## src/rtl/serial_pkg.sv

```systemverilog
// Shared definitions for the serial frame transmitter: FSM state encoding and
// the select codes understood by the shift core.
package serial_pkg;

  typedef enum logic [1:0] {
    IDLE  = 2'd0,
    SHIFT = 2'd1,
    GAP   = 2'd2
  } tx_state_e;

  localparam logic [1:0] SEL_HOLD = 2'b00;
  localparam logic [1:0] SEL_SHR  = 2'b01;
  localparam logic [1:0] SEL_SHL  = 2'b10;
  localparam logic [1:0] SEL_LOAD = 2'b11;

endpackage

```

## src/rtl/tx_shift_core.sv

```systemverilog
// N-bit shift register with hold, shift right, shift left and parallel load.
// Vacated positions fill with 0; both end bits are exposed for serial output.
module tx_shift_core
  import serial_pkg::*;
#(
  parameter int unsigned N = 4
) (
  input  logic         clk,
  input  logic         reset,
  input  logic [1:0]   i_sel,
  input  logic [N-1:0] i_d,
  output logic         o_msb,
  output logic         o_lsb
);

  logic [N-1:0] r_q;

  // NOTE: sequential state uses non-blocking assignments so every flop samples
  // pre-edge values, independent of process evaluation order.
  always_ff @(posedge clk or posedge reset) begin
    if (reset) begin
      r_q <= '0;
    end else begin
      case (i_sel)
        SEL_SHR:  r_q <= {1'b0, r_q[N-1:1]};
        SEL_SHL:  r_q <= {r_q[N-2:0], 1'b0};
        SEL_LOAD: r_q <= i_d;
        default:  r_q <= r_q;
      endcase
    end
  end

  assign o_msb = r_q[N-1];
  assign o_lsb = r_q[0];

endmodule

```

## src/rtl/serial_frame_tx.sv

```systemverilog
// Parallel-to-serial frame transmitter: accepts a word on valid/ready, emits it
// one bit per ser_en strobe, then waits GAP enabled cycles before the next word.
module serial_frame_tx
  import serial_pkg::*;
#(
  parameter int unsigned N         = 4,
  parameter bit          LSB_FIRST = 1'b0,
  parameter int unsigned GAP       = 1
) (
  input  logic         clk,
  input  logic         reset,
  input  logic [N-1:0] in_data,
  input  logic         in_valid,
  output logic         in_ready,
  input  logic         ser_en,
  output logic         ser_out,
  output logic         ser_valid,
  output logic         frame_start,
  output logic         busy
);

  localparam int unsigned      CW        = $clog2(N + 1);
  localparam logic [CW-1:0]    BIT_FULL  = CW'(N);
  localparam logic [3:0]       GAP_LAST  = (GAP == 0) ? 4'd0 : 4'(GAP - 1);
  localparam logic [1:0]       SEL_STEP  = LSB_FIRST ? SEL_SHR : SEL_SHL;
  // The parameter GAP shadows the state name, so the state is fully qualified.
  localparam tx_state_e        POST_SHIFT = (GAP == 0) ? IDLE : serial_pkg::GAP;

  tx_state_e     r_state, w_state_nxt;
  logic [CW-1:0] r_bit_cnt, w_bit_cnt_nxt;
  logic [3:0]    r_gap_cnt, w_gap_cnt_nxt;
  logic          r_ser_valid, w_ser_valid_nxt;
  logic          r_frame_start, w_frame_start_nxt;
  logic [1:0]    w_sel;
  logic          w_msb, w_lsb;

  always_ff @(posedge clk or posedge reset) begin
    if (reset) begin
      r_state       <= IDLE;
      r_bit_cnt     <= '0;
      r_gap_cnt     <= '0;
      r_ser_valid   <= 1'b0;
      r_frame_start <= 1'b0;
    end else begin
      r_state       <= w_state_nxt;
      r_bit_cnt     <= w_bit_cnt_nxt;
      r_gap_cnt     <= w_gap_cnt_nxt;
      r_ser_valid   <= w_ser_valid_nxt;
      r_frame_start <= w_frame_start_nxt;
    end
  end

  // NOTE: every combinational output gets a default first, so no path through
  // the case statement can leave a value unassigned and infer a latch.
  always_comb begin
    w_state_nxt       = r_state;
    w_bit_cnt_nxt     = r_bit_cnt;
    w_gap_cnt_nxt     = r_gap_cnt;
    w_ser_valid_nxt   = r_ser_valid;
    w_frame_start_nxt = r_frame_start;
    w_sel             = SEL_HOLD;
    case (r_state)
      IDLE: begin
        if (in_valid) begin
          w_sel             = SEL_LOAD;
          w_state_nxt       = SHIFT;
          w_bit_cnt_nxt     = BIT_FULL;
          w_gap_cnt_nxt     = '0;
          w_ser_valid_nxt   = 1'b1;
          w_frame_start_nxt = 1'b1;
        end
      end
      SHIFT: begin
        if (ser_en) begin
          w_sel             = SEL_STEP;
          w_bit_cnt_nxt     = r_bit_cnt - CW'(1);
          w_frame_start_nxt = 1'b0;
          if (r_bit_cnt == CW'(1)) begin
            w_ser_valid_nxt = 1'b0;
            w_state_nxt     = POST_SHIFT;
          end
        end
      end
      serial_pkg::GAP: begin
        if (ser_en) begin
          if (r_gap_cnt == GAP_LAST) begin
            w_state_nxt = IDLE;
          end else begin
            w_gap_cnt_nxt = r_gap_cnt + 4'd1;
          end
        end
      end
      default: w_state_nxt = IDLE;
    endcase
  end

  tx_shift_core #(.N(N)) u_core (
    .clk   (clk),
    .reset (reset),
    .i_sel (w_sel),
    .i_d   (in_data),
    .o_msb (w_msb),
    .o_lsb (w_lsb)
  );

  // The register drains to zero as it shifts, so the end bit is 0 outside a frame.
  assign ser_out     = LSB_FIRST ? w_lsb : w_msb;
  assign ser_valid   = r_ser_valid;
  assign frame_start = r_frame_start;
  assign in_ready    = (r_state == IDLE);
  assign busy        = (r_state != IDLE);

endmodule
```

## config.mk

```make
export PLATFORM = sky130hd
export DESIGN_NAME = serial_frame_tx
export DESIGN_NICKNAME = d
export VERILOG_FILES = /design/src/rtl/serial_pkg.sv /design/src/rtl/tx_shift_core.sv /design/src/rtl/serial_frame_tx.sv
export SDC_FILE = /design/constraint.sdc
export NUM_CORES = 1
export LEC_CHECK = 0
export ABC_CLOCK_PERIOD_IN_PS = 2050
export CORE_UTILIZATION = 48
export CTS_CLUSTER_DIAMETER = 100
export DETAILED_ROUTE_END_ITERATION = 16
export PLACE_DENSITY = 0.72
export SETUP_SLACK_MARGIN = 0.15
export SLEW_MARGIN = 20
export SYNTH_ARGS = -nofsm -noshare
export SYNTH_HDL_FRONTEND = slang
export SYNTH_HIERARCHICAL = 1
export SYNTH_SLANG_ARGS = --single-unit
```

## constraint.sdc

```tcl
create_clock -name clk -period 2.05 [get_ports clk]
set_input_delay 0.41 -clock clk [delete_from_list [all_inputs] [get_ports clk]]
set_output_delay 0.41 -clock clk [all_outputs]
set_load 0.01 [all_outputs]
```

==> impl_metrics.toml, run 1 <==
[sta]
rsz0062_at_grt = "false"
final_max_slew_viol_count = 0
worstMarginPinSlew_ps = 485.4
max_freq_mhz = 546.3
fin_worst_skew_ps = 6.550
fin_crit_sh_pct = 89.29
hold_viol = 0
fin_tns_setup_ps = 0
setup-violations-final = 0
fin_crit_ps = 1831
relSlewSlack_pct = 67.57

[route]
route.detailed.drc = 0
routedWlPerCell_um = 14.26
drt-pass1-iter-count = 4
ant_nets = 0
drtIter0Drc = 14
viasPerCell = 5.427
vias = 711
drt_wl_total_mm = 1.868

[clock_tree]
clockBufferDepth = 2
cts_tree = "done"
ctsResizeCount = 1
path_clk_slew_ps = 90
numCtsBuffers = 3
numClockSinks = 15
cts_root_buffer = "clkbuf_4"
postCtsSetupBuffers = 0
postCtsHoldBufs = 0
clkLatencyLatePin_ps = 290
cts_htree_levels = 1

[floorplan]
io_pins = 13
die_h_um = 44.81
coreArea_um2 = 1727
dieArea_um2 = 2007
die_w_um = 44.81
rows = 15
start_util_pct = 50.94

[global_route]
grt_pass1_vias = 700
overflow = 0
grt_first_pass_wirelength_mm = 3.263
grt_max_degree = 15
antenna_found_initial = 0
grt_usage_pct = 23.63

[logic_synthesis]
synthCells = 87
synth_edf_count = 0
synth_fp_nets = 99
yosysTopAreaCell = "dfrtp_1"
ys_seq_elements = 15
synth_area_um2 = 879.6
ys_seq_area_share_pct = 42.67
synth_cell_types = 33
yosysWarnings = 6
ys.flop_type = "dfrtp_1"
ys_top_cells_by_count = "15 x dfrtp_1, 11 x inv_1, 9 x o21ai_0"
yosysMostFrequentCell = "dfrtp_1"
postSynth.asyncResetShare_pct = 100.0
synth_area_leaders = "dfrtp_1 43%, mux4_1 6.0%, ha_1 5.7%"
syn_avg_cell_area_um2 = 10.11
synth_top_area_share_pct = 42.67

[final_layout]
multi_input_area_um2 = 447.9
final_area_um2 = 1094
fill_cells = 154
final-seq-area_um2 = 375.4
drive_gt1_share_pct = 14.15
antenna_cells = 0
nets = 119
area_growth_pct = 24.32

[run_status]
status = "completed"

[setup_path]
path_max_fanout = 3
crit_buf_inv = 1
cpPeakStageDelay_ps = 470
crit_family = "buffers and inverters"
crit_path_start_kind = "flip-flop"
cp-end-kind = "output pin"
critPathKind = "flip-flop to output pin"
path_cells = "or2_4 > clkdlybuf4s50_1"
crit_arrival_ps = 1420
worst_path_max_delay_cell = "clkdlybuf4s50_1"
required_ps = 1640

[pwr]
vdd_drop_max_uv = 721.9
power-per-cell-area_nw_per_um2 = 1236
power_leakage_nw = 0.4928

[worst_hold_path]
min_path_type = "primary input to asynchronous set/reset pin"

[flow_run]
max_cap_viol_count = 0

[placement]
placed_cell_area_um2 = 1069
globalplace.congestion = 0.7638
hpwl_mm = 1.382
portBuffers = 12
metrics by stage:
stage / cells / worst slack (ps) / hold WS (ps) / power [W] / utilization (%)
after floorplan: 87 / 226.5 / 176.1 / 0.0009471 / -
after global placement: 127 / 64.83 / 492.0 / 0.001166 / 61.88
after detailed placement: 127 / -2.926 / 510.6 / 0.001189 / 61.88
after CTS: 131 / 211.1 / 323.1 / 0.001362 / 63.33
after global routing: 131 / 155.3 / 317.4 / 0.001477 / 63.33
final: 131 / 219.5 / 320.9 / 0.001352 / 63.33
where the power goes:
part,switching [W],internal (W),total [W]
clock network,0.0000929,0.0000757,0.000169
registers,0.000110,0.000413,0.000522
logic,0.000319,0.000343,0.000661
layout make-up:
type                    instances  area share [%]
clock buffers                   4           2.403
inverters                      11           3.776
multi-input cells              57           40.96
flip-flops and latches         15           34.32
well taps                      25           2.860
repair buffers                 19           15.68
cell usage in the layout, fill, tap and decap left out:
cell type | netlist | routed
nand4_1 | 2 | 2
inv_2 | 0 | 1
or2_4 | 0 | 1
or3_1 | 1 | 1
mux2_4 | 1 | 1
mux2i_1 | 4 | 4
clkdlybuf4s50_1 | 0 | 11
o311ai_2 | 1 | 1
a21oi_1 | 2 | 2
o311ai_0 | 1 | 1
o211ai_1 | 1 | 1
nand3_1 | 4 | 4
a22o_1 | 2 | 2
o21a_1 | 1 | 1
dlygate4sd2_1 | 0 | 1
ha_1 | 4 | 4
nor3b_1 | 1 | 1
dfrtp_1 | 15 | 15
o22ai_1 | 1 | 1
or3_4 | 1 | 1
mux4_1 | 2 | 2
nor2b_1 | 2 | 2
nand2b_1 | 1 | 1
nand3b_1 | 1 | 1
a211oi_1 | 1 | 1
buf_4 | 0 | 7
clkbuf_4 | 0 | 3
nor2_1 | 4 | 4
inv_1 | 11 | 10
nand2_1 | 4 | 4
clkbuf_1 | 2 | 1
and4b_1 | 1 | 1
o21ai_0 | 9 | 9
a211o_1 | 2 | 2
o31ai_1 | 1 | 1
and2_1 | 1 | 1
final timing paths:
check | startpoint | to | slack (ps) | depth (start not counted)
worst max-delay path | r_state[0] | busy | 220 | 2
worst min-delay path | reset | u_core/r_q[3] | 320 | 2
worst max register to register | r_state[1] | u_core/r_q[2] | 400 | 3
worst min register to register | frame_start | frame_start | 530 | 2
max in group asynchronous | reset | r_gap_cnt[0] | 1310 | 2
min in group clk | frame_start | frame_start | 530 | 2
kinds of logic (layout without fill, tap and decap cells):
| family | count (synthesis) | count (layout) | share of synthesized area [%] |
|---|---|---|---|
| buffers and inverters | 15 | 34 | 6.685 |
| AND/OR/NAND/NOR | 24 | 24 | 15.51 |
| multiplexers | 7 | 7 | 12.23 |
| adder cells (fa/ha/maj) | 4 | 4 | 5.690 |
| flip-flops | 15 | 15 | 42.67 |
| AO/OA/AOI/OAI | 22 | 22 | 17.21 |
state kept, by name, summed over array words and instances (netlist names):
| signal | cells |
|---|---|
| frame_start | 1 |
| r_bit_cnt | 3 |
| r_gap_cnt | 4 |
| r_state | 2 |
| ser_valid | 1 |
| u_core/r_q | 4 |
routing by layer:
metal | track usage, % | wire [µm] | vias to the layer above
met4 | 7.273 | 10 | 0
met2 | 39.71 | 991 | 7
met3 | 8.400 | 57 | 2
li1 | - | - | 350
met1 | 28.35 | 809 | 352
met5 | 0 | 0 | -
(Power assumes the default switching activity.)
==> inputs of run 2 (changes only) <==
--- a/config.mk
+++ b/config.mk
@@ -6,10 +6,10 @@
 export NUM_CORES = 1
 export LEC_CHECK = 0
 export ABC_CLOCK_PERIOD_IN_PS = 2050
-export CORE_UTILIZATION = 48
+export CORE_UTILIZATION = 52
 export CTS_CLUSTER_DIAMETER = 100
 export DETAILED_ROUTE_END_ITERATION = 16
-export PLACE_DENSITY = 0.72
+export PLACE_DENSITY = 0.77
 export SETUP_SLACK_MARGIN = 0.15
 export SLEW_MARGIN = 20
 export SYNTH_ARGS = -nofsm -noshare
==> run 2 against run 1 <==
  * Cell count decreased by 6.9%
  * Sequential share of layout area increased by 0.36 points
  * Register-to-register slack improved by 70 ps
  * Sequential power decreased by 1%
==> impl_metrics.toml, run 2 (synthesis results as in run 1) <==
[global_route]
grt_max_degree = 15
overflow = 0
antenna_found_initial = 0
grt_first_pass_wirelength_mm = 2.925
grt_usage_pct = 21.06
grt_pass1_vias = 650

[floorplan]
rows = 14
die_w_um = 43.13
coreArea_um2 = 1541
io_pins = 13
die_h_um = 43.13
dieArea_um2 = 1860
start_util_pct = 57.06

[final_layout]
final_common_cell = "dfrtp_1"
nets = 119
final_area_um2 = 1082
antenna_cells = 0
final-seq-area_um2 = 375.4
layout_common_cells = "15 x dfrtp_1, 11 x clkdlybuf4s50_1, 10 x inv_1"
drive_gt1_share_pct = 14.15
fill_cells = 132
area_growth_pct = 23.04
reg_top3 = "r_gap_cnt (4), u_core/r_q (4), r_bit_cnt (3)"
multi_input_area_um2 = 447.9

[pwr]
power-per-cell-area_nw_per_um2 = 1246
vdd_drop_max_uv = 653.4
clkPwrFrac_pct = 12.5
p_switching_w = 0.0005178
internal-power_w = 0.0008307
pwr-share-seq_pct = 38.3
sw_frac_of_total_pct = 38.40
comb_power_share_pct = 49.2
power_leakage_nw = 0.4928

[route]
vias = 714
viasPerCell = 5.852
drt_wl_total_mm = 1.733
ant_nets = 0
route.detailed.drc = 0
drt-pass1-iter-count = 4
routedWlPerCell_um = 14.20
drtIter0Drc = 19

[clock_tree]
clkLatencyLatePin_ps = 280
postCtsSetupBuffers = 0
path_clk_slew_ps = 90
clockBufferDepth = 2
numCtsBuffers = 3
cts_root_buffer = "clkbuf_4"
numClockSinks = 15
cts_htree_levels = 1
cts_tree = "done"

[sta]
rsz0062_at_grt = "false"
fin_worst_skew_ps = 1.202
fin_crit_sh_pct = 89.47
worstMarginPinSlew_ps = 476.5
hold_viol = 0
fin_crit_ps = 1834
relSlewSlack_pct = 68.16
setup_slack_ps = 215.9
setup-violations-final = 0
fin_tns_setup_ps = 0
max_freq_mhz = 545.2
final_max_slew_viol_count = 0

[setup_path]
path_max_fanout = 3
crit_arrival_ps = 1420
r2r_end = "u_core/r_q[2]"
crit_path_start_kind = "flip-flop"
cp-startpoint = "r_state[0]"
r2r-start = "r_state[1]"
reg2reg_depth = 3
critPathKind = "flip-flop to output pin"
required_ps = 1640
rrSetupSlack_ps = 470
cp-end-kind = "output pin"

[placement]
placed_cell_area_um2 = 1057
portBuffers = 12
globalplace.congestion = 0.8025
hpwl_mm = 1.359
preCtsSetupSlack_ps = 65.14

[flow_run]
max_cap_viol_count = 0

[worst_hold_path]
min_path_type = "primary input to asynchronous set/reset pin"

[run_status]
status = "completed"
==> run 2: final cells by class <==
| cell class | count | share of cell area (%) |
|---|---|---|
| inverters | 11 | 3.815 |
| flip-flops and latches | 15 | 34.68 |
| repair buffers | 19 | 15.84 |
| multi-input cells | 57 | 41.39 |
| clock buffers | 4 | 2.428 |
| well taps | 16 | 1.850 |
==> run 2: power groups by stage <==
stage	registers [W]	logic, W	clock network, W
final	0.000517	0.000664	0.000168
after global routing	0.000534	0.000738	0.000180
after CTS	0.000514	0.000670	0.000170
after detailed placement	0.000520	0.000674	0
after global placement	0.000515	0.000650	0
after floorplan	0.000515	0.000433	0
==> run 2: worst max path at each step <==
stage                    endpoint  slack, ps
finish                       busy        220
global route                 busy        190
CTS                          busy        220
detailed placement  u_core/r_q[2]         70
global placement    u_core/r_q[2]        100
floorplan           u_core/r_q[3]        230
==> run 2: through the flow <==
stage	cells	total power (W)	hold WS (ps)	util [%]
after global placement	118	0.001165	488.2	68.59
after floorplan	87	0.0009471	176.1	-
after CTS	122	0.001353	337.3	70.21
after global routing	122	0.001452	334.9	70.21
final	122	0.001349	332.8	70.21
after detailed placement	118	0.001194	517.5	68.59
==> run 2: routing by layer <==
metal / GRT usage, % / routed length, µm / vias to the layer above
li1: - / - / 352
met1: 31.23 / 852 / 336
met2: 31.34 / 768 / 24
met3: 2.979 / 103 / 2
met4: 7.273 / 9 / 0
met5: 0 / 0 / -
==> run 2: what timing repair did <==
item,CTS,global route
gates resized for setup,1,0
endpoints found under the setup margin,1,0
hold buffers,0,0
==> run 2: critical path, stage by stage (launching register included) <==
cell	delay (ps)
dfrtp_1	420
or2_4	250
clkdlybuf4s50_1	470
